===== src/rtl/id_stage_pipe_if.sv =====
// Bundle of decode-stage signals: IF/ID inputs, write-back, hazard info and the ID/EXE register.
// The slave modport is the decode stage; the master modport is the surrounding pipeline.
interface id_stage_pipe_if #(
    parameter int unsigned DATA_W  = 32,
    parameter int unsigned REG_CNT = 16
);
    localparam int unsigned RA_W = $clog2(REG_CNT);

    logic [31:0]       instr_in;
    logic [DATA_W-1:0] pc_in;
    logic              valid_in;
    logic [3:0]        status_in;
    logic              flush_in;
    logic              wb_en_in;
    logic [RA_W-1:0]   wb_dest_in;
    logic [DATA_W-1:0] wb_value_in;
    logic [RA_W-1:0]   exe_dest;
    logic [RA_W-1:0]   mem_dest;
    logic              exe_wb_en;
    logic              mem_wb_en;
    logic              exe_mem_r_en;

    logic              stall_out;
    logic [DATA_W-1:0] pc_out;
    logic [DATA_W-1:0] val_rn_out;
    logic [DATA_W-1:0] val_rm_out;
    logic [RA_W-1:0]   src1_out;
    logic [RA_W-1:0]   src2_out;
    logic [RA_W-1:0]   dest_out;
    logic [3:0]        exe_cmd_out;
    logic              mem_r_en_out;
    logic              mem_w_en_out;
    logic              wb_en_out;
    logic              b_out;
    logic              s_out;
    logic              imm_out;
    logic              valid_out;
    logic [11:0]       shift_op_out;
    logic [23:0]       simm24_out;

    modport master (
        output instr_in, pc_in, valid_in, status_in, flush_in,
        output wb_en_in, wb_dest_in, wb_value_in,
        output exe_dest, mem_dest, exe_wb_en, mem_wb_en, exe_mem_r_en,
        input  stall_out, pc_out, val_rn_out, val_rm_out, src1_out, src2_out, dest_out,
        input  exe_cmd_out, mem_r_en_out, mem_w_en_out, wb_en_out, b_out, s_out, imm_out,
        input  valid_out, shift_op_out, simm24_out
    );

    modport slave (
        input  instr_in, pc_in, valid_in, status_in, flush_in,
        input  wb_en_in, wb_dest_in, wb_value_in,
        input  exe_dest, mem_dest, exe_wb_en, mem_wb_en, exe_mem_r_en,
        output stall_out, pc_out, val_rn_out, val_rm_out, src1_out, src2_out, dest_out,
        output exe_cmd_out, mem_r_en_out, mem_w_en_out, wb_en_out, b_out, s_out, imm_out,
        output valid_out, shift_op_out, simm24_out
    );
endinterface


===== src/rtl/id_stage_pipe.sv =====
// ARM decode stage: register file with write-through bypass, instruction decode, condition
// check, RAW hazard detection and the registered ID/EXE pipeline boundary.
module id_stage_pipe #(
    parameter int unsigned DATA_W  = 32,
    parameter int unsigned REG_CNT = 16,
    parameter bit          FWD_EN  = 1'b1
) (
    input logic            clk,
    input logic            rst,
    id_stage_pipe_if.slave bus
);
    localparam int unsigned RA_W = $clog2(REG_CNT);

    localparam logic [3:0] OpAnd = 4'b0000;
    localparam logic [3:0] OpEor = 4'b0001;
    localparam logic [3:0] OpSub = 4'b0010;
    localparam logic [3:0] OpAdd = 4'b0100;
    localparam logic [3:0] OpAdc = 4'b0101;
    localparam logic [3:0] OpSbc = 4'b0110;
    localparam logic [3:0] OpTst = 4'b1000;
    localparam logic [3:0] OpCmp = 4'b1010;
    localparam logic [3:0] OpOrr = 4'b1100;
    localparam logic [3:0] OpMov = 4'b1101;
    localparam logic [3:0] OpMvn = 4'b1111;

    localparam logic [3:0] CmdMov = 4'b0001;
    localparam logic [3:0] CmdAdd = 4'b0010;
    localparam logic [3:0] CmdAdc = 4'b0011;
    localparam logic [3:0] CmdSub = 4'b0100;
    localparam logic [3:0] CmdSbc = 4'b0101;
    localparam logic [3:0] CmdAnd = 4'b0110;
    localparam logic [3:0] CmdOrr = 4'b0111;
    localparam logic [3:0] CmdEor = 4'b1000;
    localparam logic [3:0] CmdMvn = 4'b1001;

    localparam logic [1:0] ModeDp  = 2'b00;
    localparam logic [1:0] ModeMem = 2'b01;
    localparam logic [1:0] ModeBr  = 2'b10;

    // Instruction fields
    logic [3:0]      cond;
    logic [1:0]      mode;
    logic            i_bit;
    logic [3:0]      opcode;
    logic            s_bit;
    logic [RA_W-1:0] rn_addr;
    logic [RA_W-1:0] rd_addr;
    logic [RA_W-1:0] rm_addr;
    logic [RA_W-1:0] p2_addr;
    logic            is_str;

    assign cond    = bus.instr_in[31:28];
    assign mode    = bus.instr_in[27:26];
    assign i_bit   = bus.instr_in[25];
    assign opcode  = bus.instr_in[24:21];
    assign s_bit   = bus.instr_in[20];
    assign rn_addr = RA_W'(bus.instr_in[19:16]);
    assign rd_addr = RA_W'(bus.instr_in[15:12]);
    assign rm_addr = RA_W'(bus.instr_in[3:0]);
    assign is_str  = (mode == ModeMem) && !s_bit;
    // STR reads the store data register through port 2
    assign p2_addr = is_str ? rd_addr : rm_addr;

    // Register file
    logic [DATA_W-1:0] rf_q [REG_CNT];
    logic [DATA_W-1:0] rd1_val;
    logic [DATA_W-1:0] rd2_val;

    always_ff @(posedge clk or posedge rst) begin
        if (rst) begin
            for (int unsigned i = 0; i < REG_CNT; i++) begin
                rf_q[i] <= '0;
            end
        end else if (bus.wb_en_in) begin
            rf_q[bus.wb_dest_in] <= bus.wb_value_in;
        end
    end

    assign rd1_val = (bus.wb_en_in && bus.wb_dest_in == rn_addr) ? bus.wb_value_in
                                                                 : rf_q[rn_addr];
    assign rd2_val = (bus.wb_en_in && bus.wb_dest_in == p2_addr) ? bus.wb_value_in
                                                                 : rf_q[p2_addr];

    // Control decode; dec_ok=0 marks encodings that turn into a bubble
    logic [3:0] dec_cmd;
    logic       dec_wb;
    logic       dec_mr;
    logic       dec_mw;
    logic       dec_b;
    logic       dec_s;
    logic       dec_ok;

    always_comb begin
        dec_cmd = '0;
        dec_wb  = 1'b0;
        dec_mr  = 1'b0;
        dec_mw  = 1'b0;
        dec_b   = 1'b0;
        dec_s   = 1'b0;
        dec_ok  = 1'b0;
        unique case (mode)
            ModeDp: begin
                dec_ok = 1'b1;
                dec_wb = 1'b1;
                dec_s  = s_bit;
                case (opcode)
                    OpMov:   dec_cmd = CmdMov;
                    OpMvn:   dec_cmd = CmdMvn;
                    OpAdd:   dec_cmd = CmdAdd;
                    OpAdc:   dec_cmd = CmdAdc;
                    OpSub:   dec_cmd = CmdSub;
                    OpSbc:   dec_cmd = CmdSbc;
                    OpAnd:   dec_cmd = CmdAnd;
                    OpOrr:   dec_cmd = CmdOrr;
                    OpEor:   dec_cmd = CmdEor;
                    OpCmp: begin
                        dec_cmd = CmdSub;
                        dec_wb  = 1'b0;
                    end
                    OpTst: begin
                        dec_cmd = CmdAnd;
                        dec_wb  = 1'b0;
                    end
                    default: begin
                        dec_ok = 1'b0;
                        dec_wb = 1'b0;
                        dec_s  = 1'b0;
                    end
                endcase
            end
            ModeMem: begin
                dec_ok  = 1'b1;
                dec_cmd = CmdAdd;
                dec_mr  = s_bit;
                dec_wb  = s_bit;
                dec_mw  = !s_bit;
            end
            ModeBr: begin
                dec_ok = 1'b1;
                dec_b  = 1'b1;
            end
            default: ;
        endcase
    end

    // Condition evaluation against NZCV
    logic flag_n, flag_z, flag_c, flag_v;
    logic cond_ok;

    assign {flag_n, flag_z, flag_c, flag_v} = bus.status_in;

    always_comb begin
        cond_ok = 1'b0;
        unique case (cond)
            4'b0000: cond_ok = flag_z;
            4'b0001: cond_ok = !flag_z;
            4'b0010: cond_ok = flag_c;
            4'b0011: cond_ok = !flag_c;
            4'b0100: cond_ok = flag_n;
            4'b0101: cond_ok = !flag_n;
            4'b0110: cond_ok = flag_v;
            4'b0111: cond_ok = !flag_v;
            4'b1000: cond_ok = flag_c && !flag_z;
            4'b1001: cond_ok = !flag_c || flag_z;
            4'b1010: cond_ok = (flag_n == flag_v);
            4'b1011: cond_ok = (flag_n != flag_v);
            4'b1100: cond_ok = !flag_z && (flag_n == flag_v);
            4'b1101: cond_ok = flag_z || (flag_n != flag_v);
            4'b1110: cond_ok = 1'b1;
            default: cond_ok = 1'b0;
        endcase
    end

    // RAW hazard detection
    logic src1_used;
    logic two_src;
    logic exe_hit;
    logic mem_hit;
    logic stall;

    assign src1_used = !((mode == ModeDp && (opcode == OpMov || opcode == OpMvn))
                         || mode == ModeBr);
    assign two_src   = (!i_bit && mode == ModeDp) || is_str;
    assign exe_hit   = bus.exe_wb_en && ((src1_used && rn_addr == bus.exe_dest)
                                         || (two_src && p2_addr == bus.exe_dest));
    assign mem_hit   = bus.mem_wb_en && ((src1_used && rn_addr == bus.mem_dest)
                                         || (two_src && p2_addr == bus.mem_dest));

    always_comb begin
        if (FWD_EN) begin
            stall = exe_hit && bus.exe_mem_r_en;
        end else begin
            stall = exe_hit || mem_hit;
        end
    end

    // Flush overrides stall so a squashed instruction never freezes the front end
    assign bus.stall_out = stall && bus.valid_in && !bus.flush_in;

    logic issue;
    assign issue = !bus.flush_in && !bus.stall_out && bus.valid_in && cond_ok && dec_ok;

    // ID/EXE register; data fields load unconditionally, controls are bubbled
    logic [DATA_W-1:0] pc_q, val_rn_q, val_rm_q;
    logic [RA_W-1:0]   src1_q, src2_q, dest_q;
    logic [3:0]        cmd_q;
    logic              mr_q, mw_q, wb_q, b_q, s_q, imm_q, valid_q;
    logic [11:0]       shift_q;
    logic [23:0]       simm_q;

    always_ff @(posedge clk or posedge rst) begin
        if (rst) begin
            pc_q     <= '0;
            val_rn_q <= '0;
            val_rm_q <= '0;
            src1_q   <= '0;
            src2_q   <= '0;
            dest_q   <= '0;
            imm_q    <= 1'b0;
            shift_q  <= '0;
            simm_q   <= '0;
            cmd_q    <= '0;
            mr_q     <= 1'b0;
            mw_q     <= 1'b0;
            wb_q     <= 1'b0;
            b_q      <= 1'b0;
            s_q      <= 1'b0;
            valid_q  <= 1'b0;
        end else begin
            pc_q     <= bus.pc_in;
            val_rn_q <= rd1_val;
            val_rm_q <= rd2_val;
            src1_q   <= rn_addr;
            src2_q   <= p2_addr;
            dest_q   <= rd_addr;
            imm_q    <= i_bit;
            shift_q  <= bus.instr_in[11:0];
            simm_q   <= bus.instr_in[23:0];
            cmd_q    <= issue ? dec_cmd : 4'b0000;
            mr_q     <= issue && dec_mr;
            mw_q     <= issue && dec_mw;
            wb_q     <= issue && dec_wb;
            b_q      <= issue && dec_b;
            s_q      <= issue && dec_s;
            valid_q  <= issue;
        end
    end

    assign bus.pc_out       = pc_q;
    assign bus.val_rn_out   = val_rn_q;
    assign bus.val_rm_out   = val_rm_q;
    assign bus.src1_out     = src1_q;
    assign bus.src2_out     = src2_q;
    assign bus.dest_out     = dest_q;
    assign bus.exe_cmd_out  = cmd_q;
    assign bus.mem_r_en_out = mr_q;
    assign bus.mem_w_en_out = mw_q;
    assign bus.wb_en_out    = wb_q;
    assign bus.b_out        = b_q;
    assign bus.s_out        = s_q;
    assign bus.imm_out      = imm_q;
    assign bus.valid_out    = valid_q;
    assign bus.shift_op_out = shift_q;
    assign bus.simm24_out   = simm_q;
endmodule


===== src/flat_wrapper.sv =====
// flat-port wrapper written by rule: the top's interface ports become plain ports
module id_stage_pipe_flat 
#(
    parameter int unsigned DATA_W  = 32,
    parameter int unsigned REG_CNT = 16,
    parameter bit          FWD_EN  = 1'b1
)
  (clk, rst, bus_instr_in, bus_pc_in, bus_valid_in, bus_status_in, bus_flush_in, bus_wb_en_in, bus_wb_dest_in, bus_wb_value_in, bus_exe_dest, bus_mem_dest, bus_exe_wb_en, bus_mem_wb_en, bus_exe_mem_r_en, bus_stall_out, bus_pc_out, bus_val_rn_out, bus_val_rm_out, bus_src1_out, bus_src2_out, bus_dest_out, bus_exe_cmd_out, bus_mem_r_en_out, bus_mem_w_en_out, bus_wb_en_out, bus_b_out, bus_s_out, bus_imm_out, bus_valid_out, bus_shift_op_out, bus_simm24_out);
  id_stage_pipe_if #(.DATA_W(DATA_W), .REG_CNT(REG_CNT)) bus_i ();
  input logic clk;
  input logic rst;
  input wire logic [$bits(bus_i.instr_in)-1:0] bus_instr_in;
  input wire logic [$bits(bus_i.pc_in)-1:0] bus_pc_in;
  input wire logic [$bits(bus_i.valid_in)-1:0] bus_valid_in;
  input wire logic [$bits(bus_i.status_in)-1:0] bus_status_in;
  input wire logic [$bits(bus_i.flush_in)-1:0] bus_flush_in;
  input wire logic [$bits(bus_i.wb_en_in)-1:0] bus_wb_en_in;
  input wire logic [$bits(bus_i.wb_dest_in)-1:0] bus_wb_dest_in;
  input wire logic [$bits(bus_i.wb_value_in)-1:0] bus_wb_value_in;
  input wire logic [$bits(bus_i.exe_dest)-1:0] bus_exe_dest;
  input wire logic [$bits(bus_i.mem_dest)-1:0] bus_mem_dest;
  input wire logic [$bits(bus_i.exe_wb_en)-1:0] bus_exe_wb_en;
  input wire logic [$bits(bus_i.mem_wb_en)-1:0] bus_mem_wb_en;
  input wire logic [$bits(bus_i.exe_mem_r_en)-1:0] bus_exe_mem_r_en;
  output wire logic [$bits(bus_i.stall_out)-1:0] bus_stall_out;
  output wire logic [$bits(bus_i.pc_out)-1:0] bus_pc_out;
  output wire logic [$bits(bus_i.val_rn_out)-1:0] bus_val_rn_out;
  output wire logic [$bits(bus_i.val_rm_out)-1:0] bus_val_rm_out;
  output wire logic [$bits(bus_i.src1_out)-1:0] bus_src1_out;
  output wire logic [$bits(bus_i.src2_out)-1:0] bus_src2_out;
  output wire logic [$bits(bus_i.dest_out)-1:0] bus_dest_out;
  output wire logic [$bits(bus_i.exe_cmd_out)-1:0] bus_exe_cmd_out;
  output wire logic [$bits(bus_i.mem_r_en_out)-1:0] bus_mem_r_en_out;
  output wire logic [$bits(bus_i.mem_w_en_out)-1:0] bus_mem_w_en_out;
  output wire logic [$bits(bus_i.wb_en_out)-1:0] bus_wb_en_out;
  output wire logic [$bits(bus_i.b_out)-1:0] bus_b_out;
  output wire logic [$bits(bus_i.s_out)-1:0] bus_s_out;
  output wire logic [$bits(bus_i.imm_out)-1:0] bus_imm_out;
  output wire logic [$bits(bus_i.valid_out)-1:0] bus_valid_out;
  output wire logic [$bits(bus_i.shift_op_out)-1:0] bus_shift_op_out;
  output wire logic [$bits(bus_i.simm24_out)-1:0] bus_simm24_out;
  assign bus_i.instr_in = bus_instr_in;
  assign bus_i.pc_in = bus_pc_in;
  assign bus_i.valid_in = bus_valid_in;
  assign bus_i.status_in = bus_status_in;
  assign bus_i.flush_in = bus_flush_in;
  assign bus_i.wb_en_in = bus_wb_en_in;
  assign bus_i.wb_dest_in = bus_wb_dest_in;
  assign bus_i.wb_value_in = bus_wb_value_in;
  assign bus_i.exe_dest = bus_exe_dest;
  assign bus_i.mem_dest = bus_mem_dest;
  assign bus_i.exe_wb_en = bus_exe_wb_en;
  assign bus_i.mem_wb_en = bus_mem_wb_en;
  assign bus_i.exe_mem_r_en = bus_exe_mem_r_en;
  assign bus_stall_out = bus_i.stall_out;
  assign bus_pc_out = bus_i.pc_out;
  assign bus_val_rn_out = bus_i.val_rn_out;
  assign bus_val_rm_out = bus_i.val_rm_out;
  assign bus_src1_out = bus_i.src1_out;
  assign bus_src2_out = bus_i.src2_out;
  assign bus_dest_out = bus_i.dest_out;
  assign bus_exe_cmd_out = bus_i.exe_cmd_out;
  assign bus_mem_r_en_out = bus_i.mem_r_en_out;
  assign bus_mem_w_en_out = bus_i.mem_w_en_out;
  assign bus_wb_en_out = bus_i.wb_en_out;
  assign bus_b_out = bus_i.b_out;
  assign bus_s_out = bus_i.s_out;
  assign bus_imm_out = bus_i.imm_out;
  assign bus_valid_out = bus_i.valid_out;
  assign bus_shift_op_out = bus_i.shift_op_out;
  assign bus_simm24_out = bus_i.simm24_out;
  id_stage_pipe #(.DATA_W(DATA_W), .REG_CNT(REG_CNT), .FWD_EN(FWD_EN)) u_core (.clk(clk), .rst(rst), .bus(bus_i));
endmodule

===== config.mk =====
export PLATFORM = sky130hd
export DESIGN_NAME = id_stage_pipe_flat
export DESIGN_NICKNAME = d
export VERILOG_FILES = /design/src/rtl/id_stage_pipe_if.sv /design/src/rtl/id_stage_pipe.sv /design/src/flat_wrapper.sv
export SDC_FILE = /design/constraint.sdc
export NUM_CORES = 1
export LEC_CHECK = 0
export CAP_MARGIN = 20
export CORE_MARGIN = 5
export CORE_UTILIZATION = 63
export DETAILED_ROUTE_END_ITERATION = 10
export PLACE_DENSITY = 0.86
export SYNTH_ARGS = -nofsm -noshare
export SYNTH_HDL_FRONTEND = slang
export SYNTH_SLANG_ARGS = --single-unit

===== constraint.sdc =====
create_clock -name clk -period 75.5 [get_ports clk]
set_input_delay 22.65 -clock clk [delete_from_list [all_inputs] [get_ports clk]]
set_output_delay 22.65 -clock clk [all_outputs]
set_load 0.1 [all_outputs]

==> results.json <==
{
  "cts.sinks": 647,
  "fin_setup_tns_ns": 0,
  "ys_async_sr_fraction_pct": 100,
  "ys.flop_type": "dfrtp_1",
  "die_h_um": 234,
  "grt_pass1_wl_mm": 135,
  "drtAntennaViolNets": 0,
  "fill_cells": 3067,
  "grt_usage_pct": 32.5,
  "path_clk_slew_ns": 0.05,
  "slew_headroom_pct": 28.1,
  "post-route-period-util_pct": 65.5,
  "ios": 276,
  "fmax_ghz": 0.0202,
  "synth_top_area_share_pct": 51.2,
  "clk_latency_ns": 0.60,
  "nets": 2487,
  "cp-startpoint": "bus_instr_in[27]",
  "setup.worst_path.end": "bus_stall_out",
  "dr.first_iter.drc_count": 2236,
  "drive_above_1_share_pct": 33.8,
  "grt_max_degree": 182,
  "critPathMaxStageDelay_ns": 1.15,
  "clock-root-buffer": "clkbuf_16",
  "cp.required_ns": 52.85,
  "overflow": 0,
  "dp_hpwl_mm": 48.0,
  "crit_type": "in -> out",
  "syn_area_per_cell_um2": 14.4,
  "drt_pass1_iterations": 6,
  "cp-end-kind": "output pin",
  "grt_pass1_vias": 22900,
  "synth-seq-area-share_pct": 51.2,
  "wirelength_mm": 88.2,
  "area_growth_pct": 16.9,
  "timing.final.max_slew_violations": 0,
  "start_kind": "primary input",
  "clock_path_buffers": 3,
  "yosys_register_bits": 647,
  "p_leak_nw": 15.3,
  "ctsHoldBuffers": 0,
  "skew_ns": 0.0195,
  "hold_slack_ns": 0.514,
  "drc_errors": 0,
  "synth-edff-count": 0,
  "netlist_top_cells_area": "dfrtp_1 51%, mux4_2 16%, mux2_2 15%",
  "htree_levels": 3,
  "ff2ff_setup_slack_ns": 73.55,
  "cts_tree": "yes",
  "port_buffers": 270,
  "die_area_um2": 54800,
  "cap_violations": 0,
  "final_cells": 3082,
  "finalSetupViolCount": 0,
  "hp-class": "reg -> reg",
  "num_rows": 82,
  "synth_cells": 2191,
  "status": "finished, final reports clean",
  "syn-cell-area_um2": 31600,
  "ff2ff_path_depth": 3,
  "power_mw": 1.14,
  "r2r-start": "u_core.rf_q[171]",
  "cts_setup_buffers": 0,
  "synth.distinct_cells": 48,
  "ir_drop_v": 0.0000239,
  "vias": 21300,
  "synthesis.nets": 2315,
  "ctsResizeCount": 0,
  "dpl.cell_count": 2963,
  "r2r_end": "u_core.bus.val_rm_out[11]",
  "rsz0062_at_grt": "false",
  "core_region_area_um2": 49900,
  "yosys.area.top_type": "dfrtp_1",
  "routedWlPerCell_um": 28.6,
  "slowest_stage": "clkdlybuf4s50_1",
  "path_max_fanout": 20,
  "antenna_found_initial": 3,
  "arrival_ns": 26.77,
  "cts_inserted_buffers": 69,
  "crit_top_cell": "clkdlybuf4s50_1",
  "hold_viol": 0,
  "vias_per_cell": 6.92,
  "critical_path.cell_chain": "clkdlybuf4s50_1 > inv_1 > ha_1 > nor2b_4 > mux2i_2 > clkinv_2 > xnor2_1 > nand3_1 > a21oi_1 > clkdlybuf4s50_1",
  "period_minus_slack_ns": 49.42,
  "powerDensity_nw_per_um2": 30.8,
  "yosysWarningCount": 0,
  "worst_pin_slew_ns": 1.08,
  "initial_core_util_pct": 63.4,
  "gp_congestion": 0.919,
  "die_x_um": 234
}
## routing by layer
metal,vias to the layer above,global-route usage (%),routed length [um]
met4,4,16.6,4810
met5,-,0,27
met1,11100,41.5,32300
met2,1308,52.9,42900
li1,8564,-,-
met3,357,7.29,8220
## cell type report
| type | instances | area [um^2] | area share (%) |
|---|---|---|---|
| Antenna cell | 3 | 7.51 | 0.0203 |
| Clock buffer | 97 | 2000 | 5.40 |
| Clock inverter | 18 | 226 | 0.612 |
| Inverter | 10 | 53.8 | 0.145 |
| Multi-Input combinational cell | 1319 | 14600 | 39.5 |
| Sequential cell | 647 | 16200 | 43.8 |
| Tap cell | 672 | 841 | 2.27 |
| Timing Repair Buffer | 316 | 3070 | 8.31 |
## flip-flops by register name (all words and copies together) (netlist names), 3 cells and up
signal	count
u_core.bus.val_rn_out	32
u_core.bus.simm24_out	7
u_core.bus.src1_out	3
u_core.bus.dest_out	3
u_core.bus.pc_out	32
u_core.bus.src2_out	4
u_core.bus.val_rm_out	32
u_core.rf_q	512
u_core.bus.exe_cmd_out	4
u_core.bus.shift_op_out	11
## cell usage after synthesis (29+ instances only)
library cell and n:
dfrtp_1 647, mux2_2 410, mux4_2 224, nand2_1 177, clkbuf_1 137, mux2_1 134, a21oi_1 68, mux2i_1 64
nor3_1 39, a2111oi_0 32, a31oi_1 32, o22ai_1 31, buf_1 29
## layout by cell type (no fill, tap or decap), types with 8 or more instances in the layout
cell type and count:
mux2_1 134, nor2_4 9, buf_4 45, nand2_1 176, a2111oi_0 32, clkbuf_1 15
nor2_1 8, xor2_1 10, nor3_1 39, mux2i_1 64, xnor2_1 10, clkdlybuf4s50_1 266
clkbuf_8 11, clkbuf_16 72, o22ai_1 31, a31oi_1 32, a21oi_1 68, mux4_2 224
dfrtp_1 647, mux2_2 410, o21ai_0 10
## critical path, delay by kind of cell
kind / cells / cell delay [ns]
buffers and inverters: 4 / 2.25
AOI/OAI and AO/OA: 1 / 0.17
xor gates and xnor gates: 1 / 0.36
muxes: 1 / 0.48
adders and majority gates: 1 / 0.29
and+or+nand+nor: 2 / 0.56
## how the worst min path moves through the flow
stage / from / end / slack (ns) / depth (start not counted)
detailed placement: u_core.rf_q[245] / u_core.rf_q[245] / 0.50 / 1
global route: u_core.rf_q[448] / u_core.rf_q[448] / 0.53 / 1
global placement: u_core.rf_q[104] / u_core.rf_q[104] / 0.49 / 1
CTS: u_core.rf_q[244] / u_core.rf_q[244] / 0.52 / 1
floorplan: u_core.rf_q[100] / u_core.rf_q[100] / 0.48 / 1
finish: u_core.rf_q[230] / u_core.rf_q[230] / 0.51 / 1
## where the power goes
group	internal [mW]	switching, mW
clock network	0.198	0.137
logic	0.139	0.186
registers	0.424	0.0538
## through the flow
step	utilization [%]	worst slack (ns)	instance area, um^2
finish	74.2	26.08	37000
global route	74.1	25.86	37000
CTS	74.1	26.11	36900
detailed placement	69.6	26.20	34700
global placement	69.6	26.26	34700
floorplan	-	27.35	31600
## logic make-up (layout without fill, tap and decap cells)
kind of cell	count (synthesis)	count (layout)	share of synthesized area, %
buffers and inverters	225	441	3.09
flip-flops	647	647	51.2
XOR/XNOR	20	20	0.554
other	0	3	0
adder cells (fa/ha/maj)	4	4	0.158
AO/OA/AOI/OAI	190	190	3.78
multiplexers	835	835	37.5
AND/OR/NAND/NOR	270	270	3.70
No activity file was read; power rests on OpenSTA's default activity.
